==> config.mk <==
export PLATFORM = sky130hd
export DESIGN_NAME = seq_mac
export DESIGN_NICKNAME = d
export VERILOG_FILES = /design/src/rtl/seq_mac_pkg.sv /design/src/rtl/seq_mac_shift_add.sv /design/src/rtl/seq_mac.sv
export SDC_FILE = /design/constraint.sdc
export NUM_CORES = 1
export LEC_CHECK = 0
export ABC_AREA = 1
export BUFFER_PORTS_ARGS = -buffer_cell sky130_fd_sc_hd__buf_2
export CAP_MARGIN = 20
export CORE_UTILIZATION = 65
export DETAILED_ROUTE_END_ITERATION = 7
export PLACE_DENSITY = 0.86
export RECOVER_POWER = 100
export SETUP_SLACK_MARGIN = 0.2
export SKIP_CTS_REPAIR_TIMING = 1
export SLEW_MARGIN = 20
export SYNTH_ARGS = -nofsm -noshare
export SYNTH_HDL_FRONTEND = slang
export SYNTH_HIERARCHICAL = 1
export SYNTH_SLANG_ARGS = --single-unit
==> constraint.sdc <==
create_clock -name clk -period 7.9 [get_ports clk]
set_clock_uncertainty 0.2 [all_clocks]
set_input_delay 0.395 -clock clk [delete_from_list [all_inputs] [get_ports clk]]
set_output_delay 0.395 -clock clk [all_outputs]
set_load 0.005 [all_outputs]
==> src/rtl/seq_mac_pkg.sv <==
// seq_mac shared types and sizing helpers.
// State enum, accumulator width and saturation bounds.
package seq_mac_pkg;

  typedef enum logic [1:0] {
    IDLE,
    MULT,
    ACC,
    OUT
  } mac_state_t;

  function automatic int acc_width(
    input int bits,
    input int guard
  );
    return 2 * bits + guard;
  endfunction

  function automatic longint sat_max(input int bits);
    return (longint'(1) << (bits - 1)) - 1;
  endfunction

  function automatic longint sat_min(input int bits);
    return -(longint'(1) << (bits - 1));
  endfunction

endpackage

==> src/rtl/seq_mac_shift_add.sv <==
// Unsigned iterative BITSxBITS shift-add multiplier.
// Ports: clk, reset_n, start, ma, mb in; done, prod out.
module seq_mac_shift_add
  import seq_mac_pkg::*;
#(
  parameter int BITS = 16
) (
  input  logic              clk,
  input  logic              reset_n,
  input  logic              start,
  input  logic [BITS-1:0]   ma,
  input  logic [BITS-1:0]   mb,
  output logic              done,
  output logic [2*BITS-1:0] prod
);

  localparam int CW = $clog2(BITS);

  logic [BITS-1:0] a_q;
  logic [BITS-1:0] b_q;
  logic [CW-1:0]   cnt;
  logic            busy;
  logic [BITS:0]   sum;

  // carry of the upper-half add lands in the MSB after the shift
  assign sum = {1'b0, prod[2*BITS-1:BITS]}
             + (a_q[0] ? {1'b0, b_q} : '0);

  assign done = busy && (cnt == CW'(BITS - 1));

  always_ff @(posedge clk or negedge reset_n) begin
    if (!reset_n) begin
      a_q  <= '0;
      b_q  <= '0;
      cnt  <= '0;
      busy <= 1'b0;
      prod <= '0;
    end else if (start) begin
      a_q  <= ma;
      b_q  <= mb;
      cnt  <= '0;
      busy <= 1'b1;
      prod <= '0;
    end else if (busy) begin
      prod <= {sum, prod[BITS-1:1]};
      a_q  <= a_q >> 1;
      cnt  <= cnt + 1'b1;
      if (done) busy <= 1'b0;
    end
  end

endmodule

==> src/rtl/seq_mac.sv <==
// Sequential signed fixed-point MAC (dot product unit).
// Ports: clk, reset_n, in_valid/in_ready, a, b, last,
//   out_valid/out_ready, result, ovf.
//   Macro SEQ_MAC_SATURATE_EN enables result clamping.
module seq_mac
  import seq_mac_pkg::*;
#(
  parameter int BITS       = 16,
  parameter int FRAC_BITS  = 8,
  parameter int GUARD_BITS = 8
) (
  input  logic            clk,
  input  logic            reset_n,
  input  logic            in_valid,
  output logic            in_ready,
  input  logic [BITS-1:0] a,
  input  logic [BITS-1:0] b,
  input  logic            last,
  output logic            out_valid,
  input  logic            out_ready,
  output logic [BITS-1:0] result,
  output logic            ovf
);

  localparam int ACC_W = acc_width(BITS, GUARD_BITS);

  mac_state_t state;
  mac_state_t state_d;

  logic                    start;
  logic                    done;
  logic [BITS-1:0]         a_abs;
  logic [BITS-1:0]         b_abs;
  logic [2*BITS-1:0]       prod;
  logic                    sign_q;
  logic                    last_q;
  logic signed [ACC_W-1:0] acc_q;
  logic signed [ACC_W-1:0] acc_d;
  logic signed [ACC_W-1:0] ext;
  logic [BITS-1:0]         result_q;
  logic                    ovf_q;
  logic [BITS-1:0]         res_fmt;
  logic                    ovf_fmt;

  assign start     = (state == IDLE) && in_valid;
  assign in_ready  = (state == IDLE);
  assign out_valid = (state == OUT);
  assign result    = result_q;
  assign ovf       = ovf_q;

  // -2^(BITS-1) maps to 2^(BITS-1) as an unsigned value
  assign a_abs = a[BITS-1] ? (~a + 1'b1) : a;
  assign b_abs = b[BITS-1] ? (~b + 1'b1) : b;

  seq_mac_shift_add #(
    .BITS (BITS)
  ) u_mul (
    .clk     (clk),
    .reset_n (reset_n),
    .start   (start),
    .ma      (a_abs),
    .mb      (b_abs),
    .done    (done),
    .prod    (prod)
  );

  always_comb begin
    ext   = ACC_W'({{GUARD_BITS{1'b0}}, prod});
    acc_d = sign_q ? (acc_q - ext) : (acc_q + ext);
  end

`ifdef SEQ_MAC_SATURATE_EN
  localparam logic signed [ACC_W-1:0] SMAX =
    ACC_W'(sat_max(BITS));
  localparam logic signed [ACC_W-1:0] SMIN =
    ACC_W'(sat_min(BITS));

  logic signed [ACC_W-1:0] shifted;

  always_comb begin
    shifted = acc_d >>> FRAC_BITS;
    res_fmt = shifted[BITS-1:0];
    ovf_fmt = 1'b0;
    if (shifted > SMAX) begin
      res_fmt = BITS'(SMAX);
      ovf_fmt = 1'b1;
    end else if (shifted < SMIN) begin
      res_fmt = BITS'(SMIN);
      ovf_fmt = 1'b1;
    end
  end
`else
  always_comb begin
    res_fmt = acc_d[FRAC_BITS +: BITS];
    ovf_fmt = 1'b0;
  end
`endif

  always_comb begin
    state_d = state;
    unique case (state)
      IDLE: if (in_valid) state_d = MULT;
      MULT: if (done) state_d = ACC;
      ACC:  state_d = last_q ? OUT : IDLE;
      OUT:  if (out_ready) state_d = IDLE;
      default: state_d = IDLE;
    endcase
  end

  always_ff @(posedge clk or negedge reset_n) begin
    if (!reset_n) begin
      state    <= IDLE;
      sign_q   <= 1'b0;
      last_q   <= 1'b0;
      acc_q    <= '0;
      result_q <= '0;
      ovf_q    <= 1'b0;
    end else begin
      state <= state_d;
      if (start) begin
        sign_q <= a[BITS-1] ^ b[BITS-1];
        last_q <= last;
      end
      if (state == ACC) begin
        acc_q <= acc_d;
        if (last_q) begin
          result_q <= res_fmt;
          ovf_q    <= ovf_fmt;
        end
      end
      if (state == OUT && out_ready) begin
        acc_q <= '0;
        ovf_q <= 1'b0;
      end
    end
  end

endmodule

# Word level (Yosys, flattened, before mapping)
# Cells that the tools add are included.
# totals
ff_bits	130
in_bits	37
output_inout_bits	19
elab_cells	60
# classes
n_addsub	6
eq_ne	7
muxes	23
bitwise_logic	3
reduce_logical	10
# ops
operator	count
$mux 40	3
$mux 16	5
$mux 32	2
$add 40x33->40	1
$sub 40x33->40	1
$add 16x1->16 const B	2
$not 16->16	2
$add 16x17->17	1
$mux 2	4
$mux 4	2
$pmux 2 s4	1
$mux 1	6
$reduce_bool 2->1	3
$add 4x1->4 const B	1
$eq 2x2->1 const B	2
$eq 4x4->1 const B	1
$ne 2x2->1 const B	2
$reduce_and 2->1	2
$logic_and 1x1->1	3
$reduce_and 3->1	1
$eq 2x1->1 const B	1
$logic_not 2->1	1
$ne 2x1->1 const B	1
$xor 1x1->1	1

# Depth between registers and ports, before layout
# Gate-level depths: netlist of run 1.
# logic_depth
ltp_word	5
ltp_mapped	20

# By module
# The synthesis of run 1 kept the hierarchy.
# by_module_without_submodules
module	n_inst	cells_each	area_per_inst_um2	seq_area_each_um2
seq_mac	1	747	4583.1	1101.1
seq_mac_shift_add	1	497	3794.9	1726.7

# Worst setup path before layout of run 1
# No wires, ideal clock.
# synth_timing
kind	reg2reg
start	register u_mul.prod[0]
end	register acc_q[23]
setup_time_ns	0.117
arrival_time_ns	2.445
required_time_ns	7.583
path_slack_ns	5.138
stages_incl_launch_ff	19
n_path_buf	0
cell_sequence	dfrtp_1 inv_1 ha_1 nor3b_2 nand4_1 o21ai_2 o21ai_0 nand2_1 nand2_1 ha_1 nand2_1 nor2_1 nand2_1 nor2_1 nand2_1 nand3_1 nand2_1 nand3_1 nand2_1
# synth_between
elab_chain_len	4
elab_cells_between_ends	5
cone_classes	add/sub (2); mux (3)
# synth_rtl
element	line_no	source
from (decl)	seq_mac_shift_add.sv:14	output logic [2*BITS-1:0] prod
from (signal assigned)	seq_mac_shift_add.sv:45	prod <= {sum, prod[BITS-1:1]};
$add 40x33->40 or $sub 40x33->40 (tied branches)	seq_mac.sv:69	acc_d = sign_q ? (acc_q - ext) : (acc_q + ext);
$mux 40 (*)	seq_mac.sv:69	
$mux 40 (*)	seq_mac.sv:124	if (state == ACC) begin
$mux 40 (*)	seq_mac.sv:131	if (state == OUT && out_ready) begin
to (signal assigned)	seq_mac.sv:115	acc_q <= '0;
to (signal assigned)	seq_mac.sv:125	acc_q <= acc_d;
to (signal assigned)	seq_mac.sv:132	acc_q <= '0;
to (decl)	seq_mac.sv:37	logic signed [ACC_W-1:0] acc_q;
# Every way passes the cells marked *; elsewhere a longest branch is shown, timed or not. The select of a mux whose other input is x is not followed.
# A chain may end at the register's enable or synchronous reset.

# Worst setup path in the final report of run 1
# layout_timing
start	register state[1]
end	register u_mul.a_q[3]
# layout_between
elab_chain_len	3
elab_cells_between_ends	4
cone_classes	mux (1); reduce/logical (3)
# layout_rtl
element	line_no	source
from (decl)	seq_mac.sv:27	mac_state_t state;
from (signal assigned)	seq_mac.sv:119	state <= state_d;
$logic_not 2->1 (*)	seq_mac.sv:45	assign start = (state == IDLE) && in_valid;
$logic_and 1x1->1 (*)	seq_mac.sv:45	
named net start	seq_mac.sv:30	logic start;
$mux 16 or $reduce_bool 2->1 (tied branches)	n/a	
to (signal assigned)	seq_mac_shift_add.sv:39	a_q <= ma;
to (signal assigned)	seq_mac_shift_add.sv:46	a_q <= a_q >> 1;
to (decl)	seq_mac_shift_add.sv:19	logic [BITS-1:0] a_q;
# Mark *: on every way through the listed nets, which the timed path passes. The rest lies on a longest branch.

==> impl_results.md, run 1 <==
* Status: finished with violations
* Failing checks: hold timing, capacitance limit, slew limit
* Core footprint at 12600 µm²
* Hold WC Path Type: input pin to flip-flop
* Commonest non-fill, non-tap cell in the layout: nand2_1
* Clock Path Buffers at 2
* Synth warn at 6
* Largest net degree at the start of global routing at 68
* Min Clock Period, post-route at 4.50 ns
* Avg Inst Size Synth at 6.73 µm²
* Drt initial violations at 533
* Total gr overflow at 0
* Slew headroom at -0.789
* Startpoint types: flip-flop
* Req. time, crit path at 8.01 ns
* Max_cap viols at 3
* Top Ports at 56
* CTS clk-pin slew, worst paths at 0.06 ns
* Setup TNS at 0 ns
* Root Buffer: clkbuf_16
* Layout area overhead at 10.6%
* Vias in the first global route at 7466
* Seq/Total Area, Yosys at 0.338
* Critical path capture point type: flip-flop
* Clock sink total at 113
* Hpwl dp at 14300 µm
* DRT antenna net count at 0
* Initial antenna violation count at 0
* Routed wire length at 19600 µm
* Chip height at 116 µm
* Ant diodes at 0
* Via/cell ratio at 5.35
* Port-buffer cells at 54
* Worst setup path category: flip-flop to flip-flop
* Via count at 7914
* Post-Syn Instances at 1244
* Post-synth ARST share at 1.00
* Die Footprint at 13300 µm²
* Synth Register Bits at 113
* First-pass GRT wire length at 33400 µm
* Fmax at 222 MHz
* Reg2reg setup slack at 3.40 ns
* EDFF count, synth at 0
* Crit share post-route at 0.569
* Num CTS Buffers at 17
* Crit-path max FO at 37
* Starting Density at 0.667
* Final setup violation count at 0
* GRT Resource Usage Total at 0.319
* Distinct cells, synth at 42
* Rows at 41
* Drt wl/cell at 13.3 µm
* First-pass DRT Iterations at 8
* Nets at 1376
* Htree depth at 4
* Fraction of layout cells with a size suffix above 1 at 0.0720
* Post-synth net total at 1327
* Synth top area cells: dfrtp_1 34%, nand2_1 19%, inv_1 9.1%, ha_1 6.6%, nand3_1 4.7%
* Top FF cell, synth: dfrtp_1
* Post-synthesis cell area at 8380 µm²
* Final Hold Vio Count at 1
* Skew-Pair Late Insertion Delay at 0.43 ns
* Leading area contributor after synthesis: dfrtp_1
* RePlAce Congestion at 0.920
* RSZ-0062 raised after global routing: no
* Worst hold slack at -0.00176 ns
* Arrival time worst endpoint at 4.61 ns
* Die X-Extent at 116 µm
* # DRC at 0
* Slew Viols, Final at 110
* Commonest non-fill, non-tap cells in the layout: 433 x nand2_1, 203 x inv_1, 113 x dfrtp_1, 91 x nor2_1, 78 x nand3_1
* Worst Tran Pin Value at 2.68 ns
* CTS tree: done
* Synth top area share at 0.338
[per-stage QoR]
stage / instance area, µm² / std cells / setup slack (ns) / hold slack (ns) / utilization
after floorplan: 8380 / 1244 / 5.14 / -0.101 / -
after global placement: 8740 / 1445 / 4.79 / 0.255 / 0.695
after detailed placement: 8740 / 1445 / 4.71 / 0.259 / 0.695
after CTS: 9350 / 1477 / 4.69 / -0.189 / 0.744
after global routing: 9270 / 1478 / 2.89 / 0.0111 / 0.737
final: 9270 / 1478 / 3.40 / -0.00176 / 0.737
[cell usage after synthesis, types with 14 or more instances]
cell / number
a21oi_1: 37
clkbuf_1: 14
dfrtp_1: 113
ha_1: 44
inv_1: 202
nand2_1: 431
nand3_1: 78
nor2_1: 90
nor3_1: 17
o21ai_0: 41
o22ai_1: 17
xnor2_1: 17
xor2_1: 34
[logic make-up after synthesis]
logic type / count (synthesis) / synth area share
AOI/OAI and AO/OA: 141 / 0.103
xor gates and xnor gates: 51 / 0.0533
adders and majority gates: 46 / 0.0705
buffers and inverters: 235 / 0.112
DFF: 113 / 0.338
muxes: 1 / 0.00134
other: 1 / 0.000448
and+or+nand+nor: 656 / 0.323
[path summary, 6_finish.rpt]
check	start	end	depth (start not counted)
max	state[1]$_DFFE_PN0P_	u_mul/a_q[3]$_DFFE_PN0P_	7
min	b[0]	u_mul/b_q[0]$_DFFE_PN0P_	3
min in group asynchronous	reset_n	acc_q[3]$_DFFE_PN0P_	2
max reg2reg	state[1]$_DFFE_PN0P_	u_mul/a_q[3]$_DFFE_PN0P_	7
max in group asynchronous	reset_n	u_mul/b_q[7]$_DFFE_PN0P_	3
min reg2reg	u_mul/b_q[8]$_DFFE_PN0P_	u_mul/b_q[8]$_DFFE_PN0P_	2
[registers in the layout, indices dropped and copies added, names as in the netlist]
signal      count
u_mul/prod     32
acc_q          24
result         16
u_mul/a_q      16
u_mul/b_q      16
u_mul/cnt       4
state           2
last_q          1
sign_q          1
u_mul/busy      1
[cell type report]
class / count / area, µm²
Clock buffer: 20 / 447
Clock inverter: 12 / 159
Fill cell: 1068 / 3300
Inverter: 205 / 769
Multi-Input combinational cell: 896 / 4560
Sequential cell: 113 / 2830
Tap cell: 172 / 215
Timing Repair Buffer: 60 / 289
[worst max-delay path, cell delays in order, from the launching register on]
cell      delay, ns
dfrtp_1        0.41
nor2_1         0.08
inv_1          0.10
nor2_2         0.04
clkbuf_1       0.61
nor2_1         1.56
inv_1          0.91
o221ai_1       0.47
[metal layers]
metal,wire (µm),vias up,GRT usage
met4,703,0,0.160
met2,9670,201,0.555
met1,8460,3634,0.381
met5,0,-,0
met3,781,54,0.0544
li1,-,4025,-
Power of run 1 is left out: the tool's default activity adds up to more than one toggle a clock period on the data nets, which glitch-free logic cannot reach.
==> run 2, diff against run 1 <==
CORE_UTILIZATION = 62   (was 65)
PLACE_DENSITY = 0.82   (was 0.86)
clock period = 4.2 ns   (was 7.9 ns; I/O delays follow)
==> run 2 against run 1 <==
Against the previous run: the run still ends with hold timing, capacitance limit, slew limit left; count of clock-buffer cells in the layout fell by 2; core utilization shrank 1.5 points; hold slack got worse by 0.055 ns; register-to-register slack got worse by 2.9 ns; routed wire length up 0.93%; die area grew 4.8%; via count about the same; cell count grew 1.6%; first-iteration DRC count down 7.9%; non-clock buffer count grew 21; fmax is 23% higher.
==> impl_results.md, run 2 (same netlist as run 1, synthesis figures left out) <==
* Ant diodes at 0
* CTS clk-pin slew, worst paths at 0.06 ns
* Skew-Pair Late Insertion Delay at 0.42 ns
* Largest Register: u_mul/prod
* DRT antenna net count at 0
* CTS tree: done
* Failing checks: hold timing, capacitance limit, slew limit
* Clock sink total at 113
* Filler cells at 1099
* Htree depth at 4
* Commonest non-fill, non-tap cell in the layout: nand2_1
* First-pass GRT wire length at 33700 µm
* Top Registers: u_mul/prod x32, acc_q x24
* Clock Path Buffers at 2
* Via count at 7911
* Num CTS Buffers at 17
* Worst hold slack at -0.0568 ns
* Vias in the first global route at 7568
* RSZ-0062 raised after global routing: no
* Fraction of layout cells with a size suffix above 1 at 0.0822
* Hold WC Path Type: input pin to flip-flop
* Rows at 42
* Final Hold Vio Count at 7
* Die X-Extent at 118 µm
* Via/cell ratio at 5.27
* Root Buffer: clkbuf_16
* Total gr overflow at 0
* Initial antenna violation count at 0
* Commonest non-fill, non-tap cells in the layout: 432 x nand2_1, 202 x inv_1, 113 x dfrtp_1, 90 x nor2_1, 78 x nand3_1
* Port-buffer cells at 54
* Top Ports at 56
* Max_cap viols at 2
* Critical path capture point type: flip-flop
* Arrival time worst endpoint at 3.81 ns
* Startpoint types: flip-flop
* Largest net degree at the start of global routing at 45
* Slew Viols, Final at 83
* Req. time, crit path at 4.35 ns
* Hpwl dp at 14500 µm
* Worst setup path category: flip-flop to flip-flop
* Slew headroom at -0.687
* Routed wire length at 19800 µm
* Core footprint at 13200 µm²
* Final setup violation count at 0
* First-pass DRT Iterations at 5
* Die Footprint at 14000 µm²
* Layout area overhead at 13.7%
* # DRC at 0
* Nets at 1397
* Setup TNS at 0 ns
* Drt initial violations at 491
* Starting Density at 0.635
* Fmax at 274 MHz
* Max reg flops at 32
* RePlAce Congestion at 0.902
* Crit-path max FO at 21
* Drt wl/cell at 13.2 µm
* Chip height at 118 µm
* Crit share post-route at 0.869
* Min Clock Period, post-route at 3.65 ns
* Worst Tran Pin Value at 2.53 ns
* GRT Resource Usage Total at 0.299
* Status: finished with violations
[run 2: cell count changes in the layout (fill, tap and decap cells not counted), moves of 2 or more]
cell / before / now
buf_2: 39 / 47
clkbuf_1: 19 / 10
clkinv_4: 4 / 1
clkinvlp_4: 2 / 4
dlygate4sd3_1: 1 / 22
o21ai_0: 50 / 46
o21ai_2: 0 / 5
[run 2: layer usage]
| layer | global-route usage | share of wire | vias up |
|---|---|---|---|
| li1 | - | - | 4052 |
| met1 | 0.368 | 0.44 | 3618 |
| met2 | 0.516 | 0.49 | 191 |
| met3 | 0.0439 | 0.036 | 50 |
| met4 | 0.143 | 0.033 | 0 |
| met5 | 0 | 0 | - |
[run 2: worst paths after layout]
kind                                               start                       end  slack [ns]  depth (start not counted)
min in group asynchronous                        reset_n      acc_q[2]$_DFFE_PN0P_        0.92                          2
worst min-delay path                                a[3]  u_mul/a_q[3]$_DFFE_PN0P_       -0.06                          4
worst max-delay path                state[1]$_DFFE_PN0P_     result[8]$_DFFE_PN0P_        0.55                          7
worst min register to register  u_mul/b_q[5]$_DFFE_PN0P_  u_mul/b_q[5]$_DFFE_PN0P_        0.27                          2
max in group asynchronous                        reset_n     acc_q[22]$_DFFE_PN0P_        1.08                          3
worst max register to register      state[1]$_DFFE_PN0P_     result[8]$_DFFE_PN0P_        0.55                          7
[run 2: layout make-up]
| class | instances | area (µm²) | share of cell area |
|---|---|---|---|
| Multi-Input combinational cell | 896 | 4580 | 0.481 |
| Sequential cell | 113 | 2830 | 0.297 |
| Inverter | 205 | 769 | 0.0808 |
| Timing Repair Buffer | 81 | 507 | 0.0532 |
| Clock buffer | 18 | 429 | 0.0451 |
| Tap cell | 176 | 220 | 0.0231 |
| Clock inverter | 13 | 186 | 0.0196 |
[run 2: metrics by stage]
stage                      util  area, µm²  cells  setup WS [ns]
after detailed placement  0.663       8740   1449           1.00
after global placement    0.663       8740   1449           1.09
after global routing      0.722       9520   1502          0.329
after CTS                 0.710       9360   1480          0.974
after floorplan               -       8380   1244           1.44
final                     0.722       9520   1502          0.548
[run 2: critical path, cell delays in order (launching register included)]
cell and delay [ns]:
dfrtp_1 0.42, inv_1 0.09, nor2_1 0.09, clkbuf_1 0.90, nand2_1 0.89, inv_1 0.71
nand3_1 0.19, nand2_1 0.09
Power of run 2 is left out for the same reason.
==> run 3, diff against run 2 <==
CORE_UTILIZATION = 65   (was 62)
PLACE_DENSITY = 0.86   (was 0.82)
clock period = 4.4 ns   (was 4.2 ns; I/O delays follow)
==> run 3 against run 2 <==
Against the previous run: the run still ends with hold timing, capacitance limit, slew limit left; fmax shrank 0.35%; die area shrank 4.5%; final area fell by 0.43%; count of clock-buffer cells in the layout rose by 1; non-clock buffer count grew 3; sequential share of layout area grew 0.13 points.
==> impl_results.md, run 3 (same netlist as run 1, synthesis figures left out) <==
* Total gr overflow at 0
* CTS tree: done
* Vias in the first global route at 7557
* Hold WC Path Type: input pin to flip-flop
* Final instance area at 9480 µm²
* Via/cell ratio at 5.37
* Worst path max stage delay at 1.11 ns
* Htree depth at 4
* Initial antenna violation count at 0
* Crit-path cells: nor2_1 > inv_1 > nor2_1 > clkbuf_1 > nor2_4 > inv_1 > o221ai_1
* Routed wire length at 20400 µm
* Worst Tran Pin Value at 1.53 ns
* Commonest non-fill, non-tap cell in the layout: nand2_1
* # DRC at 0
* Crit share post-route at 0.833
* Critical path capture point type: flip-flop
* Top Ports at 56
* Slew Viols, Final at 67
* CTS clk-pin slew, worst paths at 0.06 ns
* Final setup violation count at 0
* Num CTS Buffers at 17
* Startpoint types: flip-flop
* Fmax at 273 MHz
* Top Registers: u_mul/prod x32, acc_q x24
* Largest net degree at the start of global routing at 62
* Top delay family on crit path: buffers and inverters
* Rows at 41
* Max reg flops at 32
* First-pass GRT wire length at 33000 µm
* Layout Cells excl Fill at 1502
* Crit-path max FO at 37
* RSZ-0062 raised after global routing: no
* Starting Density at 0.667
* Nets at 1400
* GRT Resource Usage Total at 0.316
* Worst setup path category: flip-flop to flip-flop
* Placed Area at 8740 µm²
* Slew headroom at -0.0212
* Failing checks: hold timing, capacitance limit, slew limit
* Hpwl dp at 14500 µm
* Core footprint at 12600 µm²
* Layout area overhead at 13.2%
* Clock Path Buffers at 2
* Clock sink total at 113
* Crit path buf inv count at 3
* Status: finished with violations
* Fraction of layout cells with a size suffix above 1 at 0.0774
* Drt wl/cell at 13.6 µm
* Largest Register: u_mul/prod
* Req. time, crit path at 4.46 ns
* RePlAce Congestion at 0.946
* Port-buffer cells at 54
* Worst hold slack at -0.0317 ns
* DRT antenna net count at 0
* Slowest stage cell, crit path: clkbuf_1
* Ant diodes at 0
* Root Buffer: clkbuf_16
* Via count at 8059
* First-pass DRT Iterations at 5
* Post-Place Cells at 1445
* Die X-Extent at 116 µm
* Min Clock Period, post-route at 3.66 ns
* Chip height at 116 µm
* Max_cap viols at 2
* Commonest non-fill, non-tap cells in the layout: 432 x nand2_1, 203 x inv_1, 113 x dfrtp_1, 91 x nor2_1, 78 x nand3_1
* Arrival time worst endpoint at 3.73 ns
* Setup TNS at 0 ns
* Skew-Pair Late Insertion Delay at 0.42 ns
* Die Footprint at 13300 µm²
* Final Hold Vio Count at 2
* Drt initial violations at 528
==> run 3: changes by cell type in the layout (fill, tap and decap cells not counted), sizes merged <==
| cell | delta |
|---|---|
| dlygate4sd3 | +3 |
| buf | -5 |
| clkbuf | +6 |
| inv | -2 |
| bufinv | -3 |
| clkinv | +5 |
==> run 3: final timing paths <==
kind,start,to,slack (ns),cells after the start
worst max-delay path,state[1]$_DFFE_PN0P_,u_mul/a_q[12]$_DFFE_PN0P_,0.74,7
worst min-delay path,a[5],u_mul/a_q[5]$_DFFE_PN0P_,-0.03,4
worst max register to register,state[1]$_DFFE_PN0P_,u_mul/a_q[12]$_DFFE_PN0P_,0.74,7
worst min register to register,u_mul/b_q[5]$_DFFE_PN0P_,u_mul/b_q[5]$_DFFE_PN0P_,0.27,2
max in group asynchronous,reset_n,u_mul/b_q[7]$_DFFE_PN0P_,1.47,3
min in group asynchronous,reset_n,acc_q[3]$_DFFE_PN0P_,0.45,2
==> run 3: tightest hold or removal path, stage by stage <==
cell and delay, ns:
buf_2 0.11, xnor2_1 0.11, nand2_1 0.05, o221ai_1 0.06
==> run 3: area by class of cell <==
type                    instances  area, µm²
multi-input cells             896       4580
fillers                      1006       3090
flip-flops and latches        113       2830
repair buffers                 84        528
inverters                     205        769
clock buffers                  19        443
well taps                     172        215
clock inverters                13        115
==> run 3: metrics by stage <==
step                      setup slack (ns)  utilization
after floorplan                       1.64            -
after global placement                1.28        0.695
after detailed placement              1.17        0.695
after CTS                             1.12        0.740
after global routing                 0.424        0.754
final                                0.735        0.754
==> run 3: layer usage <==
metal / track usage / vias up / wire length [µm]
met3: 0.0575 / 56 / 828
met2: 0.552 / 228 / 10300
li1: - / 4061 / -
met5: 0 / - / 0
met1: 0.375 / 3714 / 8670
met4: 0.157 / 0 / 646
Power of run 3 is left out for the same reason.
